## config.mk

```make
export PLATFORM = sky130hd
export DESIGN_NAME = stopwatch_timer
export DESIGN_NICKNAME = d
export VERILOG_FILES = /design/src/rtl/stopwatch_timer.sv
export SDC_FILE = /design/constraint.sdc
export NUM_CORES = 1
export LEC_CHECK = 0
export CAP_MARGIN = 10
export CORE_UTILIZATION = 40
export CTS_CLUSTER_SIZE = 24
export DETAILED_ROUTE_END_ITERATION = 12
export GPL_TIMING_DRIVEN = 1
export PLACE_DENSITY_LB_ADDON = 0.08
export SLEW_MARGIN = 20
export SYNTH_ARGS = -nofsm -noshare
export SYNTH_HDL_FRONTEND = slang
export SYNTH_SLANG_ARGS = --single-unit
```

## constraint.sdc

```tcl
create_clock -name clock -period 2.4 [get_ports clock]
set_input_delay 0.36 -clock clock [delete_from_list [all_inputs] [get_ports clock]]
set_output_delay 0.36 -clock clock [all_outputs]
set_load 0.02 [all_outputs]
```

## src/rtl/stopwatch_timer.sv

```systemverilog
// ---------------------------------------------------------------------------
// stopwatch_timer
//
// MM:SS stopwatch / countdown timer driving four active-low seven-segment
// digits. Raw board keys are synchronised and debounced on chip. Each
// debounced press becomes a one-cycle pulse. The pulses drive a
// start/pause state machine. Time is kept in four cascaded BCD digit
// counters, so no divide or modulo logic is needed. A lap function freezes
// the display while counting carries on underneath.
//
// Parameters
//   CLK_HZ        clock cycles per counted second
//   DEBOUNCE_CYC  cycles a synchronised key must stay stable to be accepted
//
// Ports
//   clock        system clock, rising edge
//   reset_n      asynchronous active-low reset
//   key_start_n  raw pushbutton (low = pressed), toggles run / pause
//   key_clear_n  raw pushbutton (low = pressed), clears or loads the preset
//   key_lap_n    raw pushbutton (low = pressed), toggles the lap freeze
//   mode_down    0 = count up, 1 = count down (taken when leaving IDLE)
//   preset_min   countdown start minutes, values above 59 saturate to 59
//   hex0..hex3   active-low segments gfedcba: sec units, sec tens,
//                min units, min tens
//   running      high while in RUN
//   done         high while in DONE
// ---------------------------------------------------------------------------
module stopwatch_timer #(
  parameter int CLK_HZ       = 50_000_000,
  parameter int DEBOUNCE_CYC = 1_000_000
) (
  input  logic       clock,
  input  logic       reset_n,
  input  logic       key_start_n,
  input  logic       key_clear_n,
  input  logic       key_lap_n,
  input  logic       mode_down,
  input  logic [5:0] preset_min,
  output logic [6:0] hex0,
  output logic [6:0] hex1,
  output logic [6:0] hex2,
  output logic [6:0] hex3,
  output logic       running,
  output logic       done
);

  localparam int PW = (CLK_HZ > 1) ? $clog2(CLK_HZ) : 1;
  localparam int DW = (DEBOUNCE_CYC > 1) ? $clog2(DEBOUNCE_CYC) : 1;
  localparam logic [PW-1:0] PRE_LAST = PW'(CLK_HZ - 1);
  localparam logic [DW-1:0] DEB_LAST = DW'(DEBOUNCE_CYC - 1);

  typedef enum logic [1:0] {
    IDLE  = 2'd0,
    RUN   = 2'd1,
    PAUSE = 2'd2,
    DONE  = 2'd3
  } state_t;

  // Segment pattern (gfedcba, active low) for one BCD digit. Codes above 9 blank.
  function automatic logic [6:0] segOf(input logic [3:0] d);
    case (d)
      4'd0:    segOf = 7'b1000000;
      4'd1:    segOf = 7'b1111001;
      4'd2:    segOf = 7'b0100100;
      4'd3:    segOf = 7'b0110000;
      4'd4:    segOf = 7'b0011001;
      4'd5:    segOf = 7'b0010010;
      4'd6:    segOf = 7'b0000010;
      4'd7:    segOf = 7'b1111000;
      4'd8:    segOf = 7'b0000000;
      4'd9:    segOf = 7'b0010000;
      default: segOf = 7'b1111111;
    endcase
  endfunction

  // ------------------------------------------------------------------------
  // Key conditioning. Bit 0 = start, bit 1 = clear, bit 2 = lap.
  // ------------------------------------------------------------------------
  logic [2:0]    keyRaw;
  logic [2:0]    syncA_q;
  logic [2:0]    syncB_q;
  logic [2:0]    debKey_q;
  logic [2:0]    press_q;
  logic [DW-1:0] debCnt_q [3];

  assign keyRaw = {key_lap_n, key_clear_n, key_start_n};

  // Two-flop synchroniser, then a stable-count debouncer per key. The count
  // restarts whenever the synchronised level matches the accepted level. Any
  // bounce therefore restarts the stability window. A press pulse fires only
  // when a low level is accepted; an accepted release produces no pulse.
  always_ff @(posedge clock or negedge reset_n) begin
    if (!reset_n) begin
      syncA_q  <= '1;
      syncB_q  <= '1;
      debKey_q <= '1;
      press_q  <= '0;
      for (int k = 0; k < 3; k++) begin
        debCnt_q[k] <= '0;
      end
    end else begin
      syncA_q <= keyRaw;
      syncB_q <= syncA_q;
      for (int k = 0; k < 3; k++) begin
        if (syncB_q[k] == debKey_q[k]) begin
          debCnt_q[k] <= '0;
          press_q[k]  <= 1'b0;
        end else if (debCnt_q[k] == DEB_LAST) begin
          debCnt_q[k] <= '0;
          debKey_q[k] <= syncB_q[k];
          press_q[k]  <= ~syncB_q[k];
        end else begin
          debCnt_q[k] <= debCnt_q[k] + DW'(1);
          press_q[k]  <= 1'b0;
        end
      end
    end
  end

  logic startPulse;
  logic clearPulse;
  logic lapPulse;

  assign startPulse = press_q[0];
  assign clearPulse = press_q[1];
  assign lapPulse   = press_q[2];

  // ------------------------------------------------------------------------
  // Timer state. Digits are packed {min tens, min units, sec tens, sec units}.
  // ------------------------------------------------------------------------
  state_t        state_q, state_d;
  logic [15:0]   count_q, count_d;
  logic [15:0]   snap_q, snap_d;
  logic          lapOn_q, lapOn_d;
  logic          modeDown_q, modeDown_d;
  logic [PW-1:0] presc_q, presc_d;
  logic [6:0]    hex0_q, hex1_q, hex2_q, hex3_q;
  logic          running_q, done_q;

  logic          tick;
  logic [15:0]   countUp;
  logic [15:0]   countDown;
  logic          upC0, upC1, upC2;
  logic          dnB0, dnB1, dnB2;
  logic [5:0]    presetSat;
  logic [3:0]    presetTens;
  logic [3:0]    presetUnits;
  logic [15:0]   clearLoad;
  logic [15:0]   shown;

  assign tick = (state_q == RUN) && (presc_q == PRE_LAST);

  // Next value of the time one second later and one second earlier. The
  // digits cascade through their 9/5 limits, so the wrap at 59:59 comes free.
  always_comb begin
    countUp   = count_q;
    countDown = count_q;

    upC0 = (count_q[3:0] == 4'd9);
    upC1 = upC0 && (count_q[7:4] == 4'd5);
    upC2 = upC1 && (count_q[11:8] == 4'd9);
    countUp[3:0] = upC0 ? 4'd0 : count_q[3:0] + 4'd1;
    if (upC0) countUp[7:4]   = (count_q[7:4] == 4'd5)   ? 4'd0 : count_q[7:4] + 4'd1;
    if (upC1) countUp[11:8]  = (count_q[11:8] == 4'd9)  ? 4'd0 : count_q[11:8] + 4'd1;
    if (upC2) countUp[15:12] = (count_q[15:12] == 4'd5) ? 4'd0 : count_q[15:12] + 4'd1;

    dnB0 = (count_q[3:0] == 4'd0);
    dnB1 = dnB0 && (count_q[7:4] == 4'd0);
    dnB2 = dnB1 && (count_q[11:8] == 4'd0);
    countDown[3:0] = dnB0 ? 4'd9 : count_q[3:0] - 4'd1;
    if (dnB0) countDown[7:4]   = (count_q[7:4] == 4'd0)   ? 4'd5 : count_q[7:4] - 4'd1;
    if (dnB1) countDown[11:8]  = (count_q[11:8] == 4'd0)  ? 4'd9 : count_q[11:8] - 4'd1;
    if (dnB2) countDown[15:12] = (count_q[15:12] == 4'd0) ? 4'd5 : count_q[15:12] - 4'd1;
  end

  // Preset minutes to BCD by threshold compare; the range is small enough
  // that a comparator chain is cheaper than a divider.
  always_comb begin
    presetSat = (preset_min > 6'd59) ? 6'd59 : preset_min;
    if (presetSat >= 6'd50)      presetTens = 4'd5;
    else if (presetSat >= 6'd40) presetTens = 4'd4;
    else if (presetSat >= 6'd30) presetTens = 4'd3;
    else if (presetSat >= 6'd20) presetTens = 4'd2;
    else if (presetSat >= 6'd10) presetTens = 4'd1;
    else                         presetTens = 4'd0;
    presetUnits = 4'(presetSat - ({2'b00, presetTens} * 6'd10));
    clearLoad   = mode_down ? {presetTens, presetUnits, 8'h00} : 16'h0000;
  end

  // Next-state logic. Only the highest-priority press acts: clear, then
  // start, then lap. A start in RUN pauses and drops any tick on that edge.
  always_comb begin
    state_d    = state_q;
    count_d    = count_q;
    snap_d     = snap_q;
    lapOn_d    = lapOn_q;
    modeDown_d = modeDown_q;
    presc_d    = presc_q;

    if (state_q == RUN) begin
      presc_d = tick ? '0 : presc_q + PW'(1);
    end

    if (clearPulse) begin
      state_d = IDLE;
      count_d = clearLoad;
      lapOn_d = 1'b0;
      presc_d = '0;
    end else if (startPulse) begin
      case (state_q)
        IDLE: begin
          if (!(mode_down && (count_q == 16'h0000))) begin
            state_d    = RUN;
            modeDown_d = mode_down;
            presc_d    = '0;
          end
        end
        RUN: begin
          state_d = PAUSE;
          presc_d = presc_q;
        end
        PAUSE: begin
          state_d = RUN;
          presc_d = '0;
        end
        default: begin
          state_d = state_q;
        end
      endcase
    end else begin
      if (lapPulse && ((state_q == RUN) || (state_q == PAUSE))) begin
        lapOn_d = ~lapOn_q;
        if (!lapOn_q) begin
          snap_d = count_q;
        end
      end
      if (tick) begin
        if (modeDown_q) begin
          count_d = countDown;
          if (countDown == 16'h0000) begin
            state_d = DONE;
          end
        end else begin
          count_d = countUp;
        end
      end
    end
  end

  assign shown = lapOn_q ? snap_q : count_q;

  // State registers. The flags follow the next state so they change on the
  // same edge as the state. The segment outputs lag the digits by one cycle.
  always_ff @(posedge clock or negedge reset_n) begin
    if (!reset_n) begin
      state_q    <= IDLE;
      count_q    <= '0;
      snap_q     <= '0;
      lapOn_q    <= 1'b0;
      modeDown_q <= 1'b0;
      presc_q    <= '0;
      hex0_q     <= 7'b1000000;
      hex1_q     <= 7'b1000000;
      hex2_q     <= 7'b1000000;
      hex3_q     <= 7'b1000000;
      running_q  <= 1'b0;
      done_q     <= 1'b0;
    end else begin
      state_q    <= state_d;
      count_q    <= count_d;
      snap_q     <= snap_d;
      lapOn_q    <= lapOn_d;
      modeDown_q <= modeDown_d;
      presc_q    <= presc_d;
      hex0_q     <= segOf(shown[3:0]);
      hex1_q     <= segOf(shown[7:4]);
      hex2_q     <= segOf(shown[11:8]);
      hex3_q     <= segOf(shown[15:12]);
      running_q  <= (state_d == RUN);
      done_q     <= (state_d == DONE);
    end
  end

  assign hex0    = hex0_q;
  assign hex1    = hex1_q;
  assign hex2    = hex2_q;
  assign hex3    = hex3_q;
  assign running = running_q;
  assign done    = done_q;

endmodule
```

; Word level (Yosys, flattened, before mapping)
; Memory sizes are Yosys's and may differ from the RTL's. A register that Yosys moved wholly into a read port is not among the register bits.
; Index checks and enable logic that the tools add are counted.
[word_totals]
regBits = 136
output_inout_bits = 30
rom_bits = 448
word_cells = 159
memories = 4
inputBits = 12
[classes]
reduce_logical = 34
n_addsub = 13
mul = 1
eq_ne = 17
n_mux = 54
bitwise = 10
n_lt_le_gt_ge = 6
[mem_list]
columns = memory, depth, width, rd, rd_ports_with_merged_regs, write_ports, line
row1 = (name not given), 16, 7, 1, 1, 0, 61  ; case (d)
row2 = (name not given), 16, 7, 1, 1, 0, 61
row3 = (name not given), 16, 7, 1, 1, 0, 61
row4 = (name not given), 16, 7, 1, 1, 0, 61
[ops]
columns = op, count
row1 = $mux W26, 5
row2 = $mux W20, 6
row3 = $mux W16, 6
row4 = $pmux W26 S3, 1
row5 = $add A20 B1 Y20 const B, 3
row6 = $eq A20 B20 Y1 const B, 3
row7 = $mux W4, 14
row8 = $logic_not A16 Y1, 2
row9 = $add A26 B1 Y26 const B, 1
row10 = $eq A26 B26 Y1 const B, 1
row11 = $add A4 B1 Y4 const B, 4
row12 = $logic_not A4 Y1, 4
row13 = $mux W2, 8
row14 = $sub A4 B1 Y4 const B, 4
row15 = $ge A6 B5 Y1 const B, 2
row16 = $ge A6 B6 Y1 const B, 2
row17 = $reduce_and A3 Y1, 4
row18 = $mux W1, 10
row19 = $not A1 Y1, 10
row20 = $reduce_and A2 Y1, 5
row21 = $reduce_bool A3 Y1, 3
row22 = $eq A4 B3 Y1 const B, 2
row23 = $eq A4 B4 Y1 const B, 2
row24 = $logic_and A1 B1 Y1, 7
row25 = other kinds (17), 26

; Logic depth before layout (Yosys ltp)
; Gate-level depths: netlist of the first run.
[logic_depth]
depth_word = 12
ltp_mapped = 9
mapped_depth_nobuf = 8

; Least setup slack after synthesis of the first run
; Ideal clock, no wire load.
[synth_timing]
path_kind = register to register
from = register state_q[1]
to = register count_q[15]
stages_incl_launch_ff = 8
n_path_buf = 0
synth_period_minus_slack_ns = 2.464
t_required_ns = 2.318
setup_ns = 0.082
slack_ns = -0.064
t_arrival_ns = 2.382
cell_sequence = dfrtp_1 > inv_1 > ha_1 > nand4_4 > or4_4 > or3_4 > or4b_1 > a31oi_1
[synth_between]
elab_chain_len = 4
[synth_lines]
columns = item, line
row1 = from (decl), 131  ; state_t state_q, state_d;
row2 = from (signal assigned), 269  ; state_q <= state_d;
row3 = $eq A2 B1 Y1, 151  ; assign tick = (state_q == RUN) && (presc_q == PRE_LAST);
row4 = $logic_and A1 B1 Y1, 151
row5 = $reduce_bool A2 Y1 (no source line), -
row6 = $reduce_and A3 Y1 (no source line), -
row7 = to (signal assigned), 270  ; count_q <= count_d;
row8 = to (decl), 132  ; logic [15:0] count_q, count_d;
; No other way between the ends.
; A chain may end at the register's enable or synchronous reset.

; Worst setup path after layout of the first run
; Same ends and word-level chain as after synthesis.

==> results.yml, run 1 <==
outcome:
  status: "complete, no violations"
synthesis:
  ys.flop_type: "dfrtp_1"
  synth_top_area_cell: "dfrtp_1"
  synth-simple-area-share_pct: 24.8
  synth-edff-count: 0
  async_flop_share_pct: 100
  yosys_register_bits: 164
  synth_top_area_share_pct: 41.2
  ys_top_cells_by_count: "151 x dfrtp_1, 141 x nor2_1, 67 x nand2_1, 57 x a21oi_1, 44 x nand3_1"
  avgSynthCellArea_sq_um: 9.29
  synthMuxAreaShare_pct: 2.82
  synth_area_leaders: "dfrtp_1 41%, nor2_1 5.8%, ha_1 4.4%"
  synth_fa_ha_area_share_pct: 4.59
  synth-xor-area-share_pct: 6.21
  synth_compound_area_share_pct: 13.4
  syn_nets: 1032
  synth_top_family_by_area: "simple AND/OR/NAND/NOR gates"
  yosysSeqAreaShare_pct: 44.9
  syn_area_sq_um: 9170
  netlist_instances: 987
  yosysMostFrequentCell: "dfrtp_1"
  yosys_warnings: 0
  synthDistinctLibCells: 75
floorplanning:
  num_rows: 55
  die_h_um: 153
  ios: 42
  die_x_um: 153
  fp.coreArea_sq_um: 22600
  start_util_pct: 40.6
  die_area_sq_um: 23500
placement:
  dp_hpwl_um: 15100
  gp_congestion: 0.806
  port-buffer-count: 41
  dpl_worst_slack_ps: -356
finish:
  drive_gt1_share_pct: 18.2
  antenna_cells: 0
  syn2layout_area_growth_pct: 24.1
  fin_nets: 1159
routing:
  vias: 7579
  drt-initial-drc-count: 445
  drc: 0
  vias_per_cell: 5.37
  drt_pass1_iterations: 5
  wl_um: 21500
  ant_nets: 0
  wl_per_cell_um: 15.3
worst_hold_path:
  hold_path.class: "in -> reg"
  min_from: "key_lap_n"
sta:
  fin_crit_sh_pct: 99.8
  max_freq_mhz: 417
  holdWs_ps: 332
  fin_crit_ps: 2400
  tightest_slew_ps: 563
  clock_skew_ps: 17.5
  rsz0062_at_grt: "true"
  maxSlewHeadroom_pct: 61.4
  fin_ws_ps: 4.45
  drv_slew: 0
  setup_viol: 0
  hold_viol: 0
setup_path:
  startpoint_type: "flip-flop"
  timing.critical_path.from: "state_q[1]"
  slowest_stage: "or4_4"
  r2r_start: "state_q[1]"
  cp_max_fo: 4
  cp-end-kind: "flip-flop"
  crit_required_ps: 2740
  crit_arrival_ps: 2730
  max_stage_delay_ps: 570
  criticalPathCategory: "reg -> reg"
  path_cells: "inv_2, ha_4, nand4_4, or4_4, or3_4, or4b_1, a31oi_1"
pwr:
  p_per_area_nw_per_um2: 498
  leakage_nw: 4.87
  ir_worst_vdd_mv: 0.415
clock_network:
  root_buffer: "clkbuf_16"
  cts_max_path_buffers: 2
  h-tree-depth: 4
  cts_tree: "done"
  cts_buffers: 17
  clk_latency_ps: 430
  clkSinkCount: 164
  path_clk_slew_ps: 70
global_route:
  grt_pass1_vias: 7347
  grt_antenna_before_repair: 0
  grt_max_degree: 54
  grtUsageTotal_pct: 18.9
  grt_pass1_wl_um: 36200
  grt_overflow_total: 0
run:
  drv_cap: 0
-- state kept, by name (all words and copies together) (netlist names) --
signal,count
debCnt_q,60
presc_q,26
count_q,16
snap_q,16
hex0,7
hex1,7
hex2,7
hex3,7
debKey_q,3
press_q,3
syncA_q,3
syncB_q,3
state_q,2
done,1
lapOn_q,1
modeDown_q,1
running,1
-- final timing paths --
check,to,slack [ps],depth (start not counted)
min in group asynchronous,count_q[10],400,2
worst max-delay path,count_q[15],4,7
worst min register to register,syncB_q[2],360,0
max in group asynchronous,hex2[6],1260,3
worst min-delay path,syncA_q[2],330,1
worst max register to register,count_q[15],4,7
-- cells in the final DEF (no fill, tap or decap), types with 25 or more instances in the layout --
cell type | Yosys | routed
buf_4 | 0 | 105
o21ai_0 | 37 | 36
nand4_1 | 29 | 29
dfrtp_1 | 151 | 151
a21oi_1 | 57 | 57
xor2_1 | 31 | 31
inv_1 | 28 | 25
ha_1 | 32 | 29
xnor2_1 | 34 | 34
clkdlybuf4s50_1 | 0 | 40
nand2_1 | 67 | 66
nand3_1 | 44 | 44
nor2_1 | 141 | 140
-- cells by family (layout without fill, tap and decap cells) --
family,Yosys count,count (layout)
buffers and inverters,75,215
and+or+nand+nor,434,434
muxes,25,25
AOI/OAI and AO/OA,191,191
DFF,164,164
adders and majority gates,33,33
xor gates and xnor gates,65,65
-- area by class of cell --
class	count	area [sq um]
Inverter	28	105
Sequential cell	164	4120
Clock inverter	11	114
Tap cell	285	357
Multi-Input combinational cell	748	4900
Fill cell	2126	11200
Timing Repair Buffer	155	1310
Clock buffer	21	470
-- critical path: cells and delay by family (launching register included) --
family | cells | cell delay (ps)
DFF | 1 | 390
AOI/OAI and AO/OA | 1 | 190
buffers and inverters | 1 | 70
and+or+nand+nor | 4 | 1510
adders and majority gates | 1 | 140
-- routing by layer --
metal	wire length, um	up-vias	part of all wire (%)	GRT usage, %
li1	-	3801	-	-
met1	10400	3664	48	25.1
met2	10300	92	48	31.9
met3	502	22	2.3	3.15
met4	281	0	1.3	5.52
met5	0	-	0	0
-- stage by stage --
| step | power (mW) | util, % | instance area (sq um) | std cells | TNS, ps |
|---|---|---|---|---|---|
| floorplan | 2.91 | - | 9190 | 987 | 0 |
| global placement | 3.04 | 46.9 | 10600 | 1370 | -3290 |
| detailed placement | 3.04 | 46.9 | 10600 | 1370 | -4940 |
| CTS | 5.77 | 49.6 | 11200 | 1403 | 0 |
| global route | 5.91 | 50.4 | 11400 | 1412 | -585 |
| finish | 5.67 | 50.4 | 11400 | 1412 | 0 |
-- power by group --
part / switching (mW) / total (mW) / internal [mW] / leakage (nW)
logic: 0.112 / 0.184 / 0.0723 / 2.51
clock network: 1.23 / 2.68 / 1.45 / 0.280
registers: 0.0144 / 2.80 / 2.78 / 2.09
-- what timing repair did --
item	4_1_cts	5_1_grt
resized for setup	3	30
gates cloned	0	2
hold endpoints to repair	31	0
endpoints found under the setup margin	15	30
buffers inserted	0	7
hold buffers	1	0
pin swaps	2	12
Power figures use the tool's default switching activity.
==> inputs of run 2 (changes only) <==
--- a/config.mk
+++ b/config.mk
@@ -9,6 +9,7 @@
 export CORE_UTILIZATION = 40
 export CTS_CLUSTER_SIZE = 24
 export DETAILED_ROUTE_END_ITERATION = 12
+export GPL_ROUTABILITY_DRIVEN = 0
 export GPL_TIMING_DRIVEN = 1
 export PLACE_DENSITY_LB_ADDON = 0.08
 export SLEW_MARGIN = 20
==> results of run 2 <==
Same layout as run 1: the final DEF is identical, and so are final timing and power.
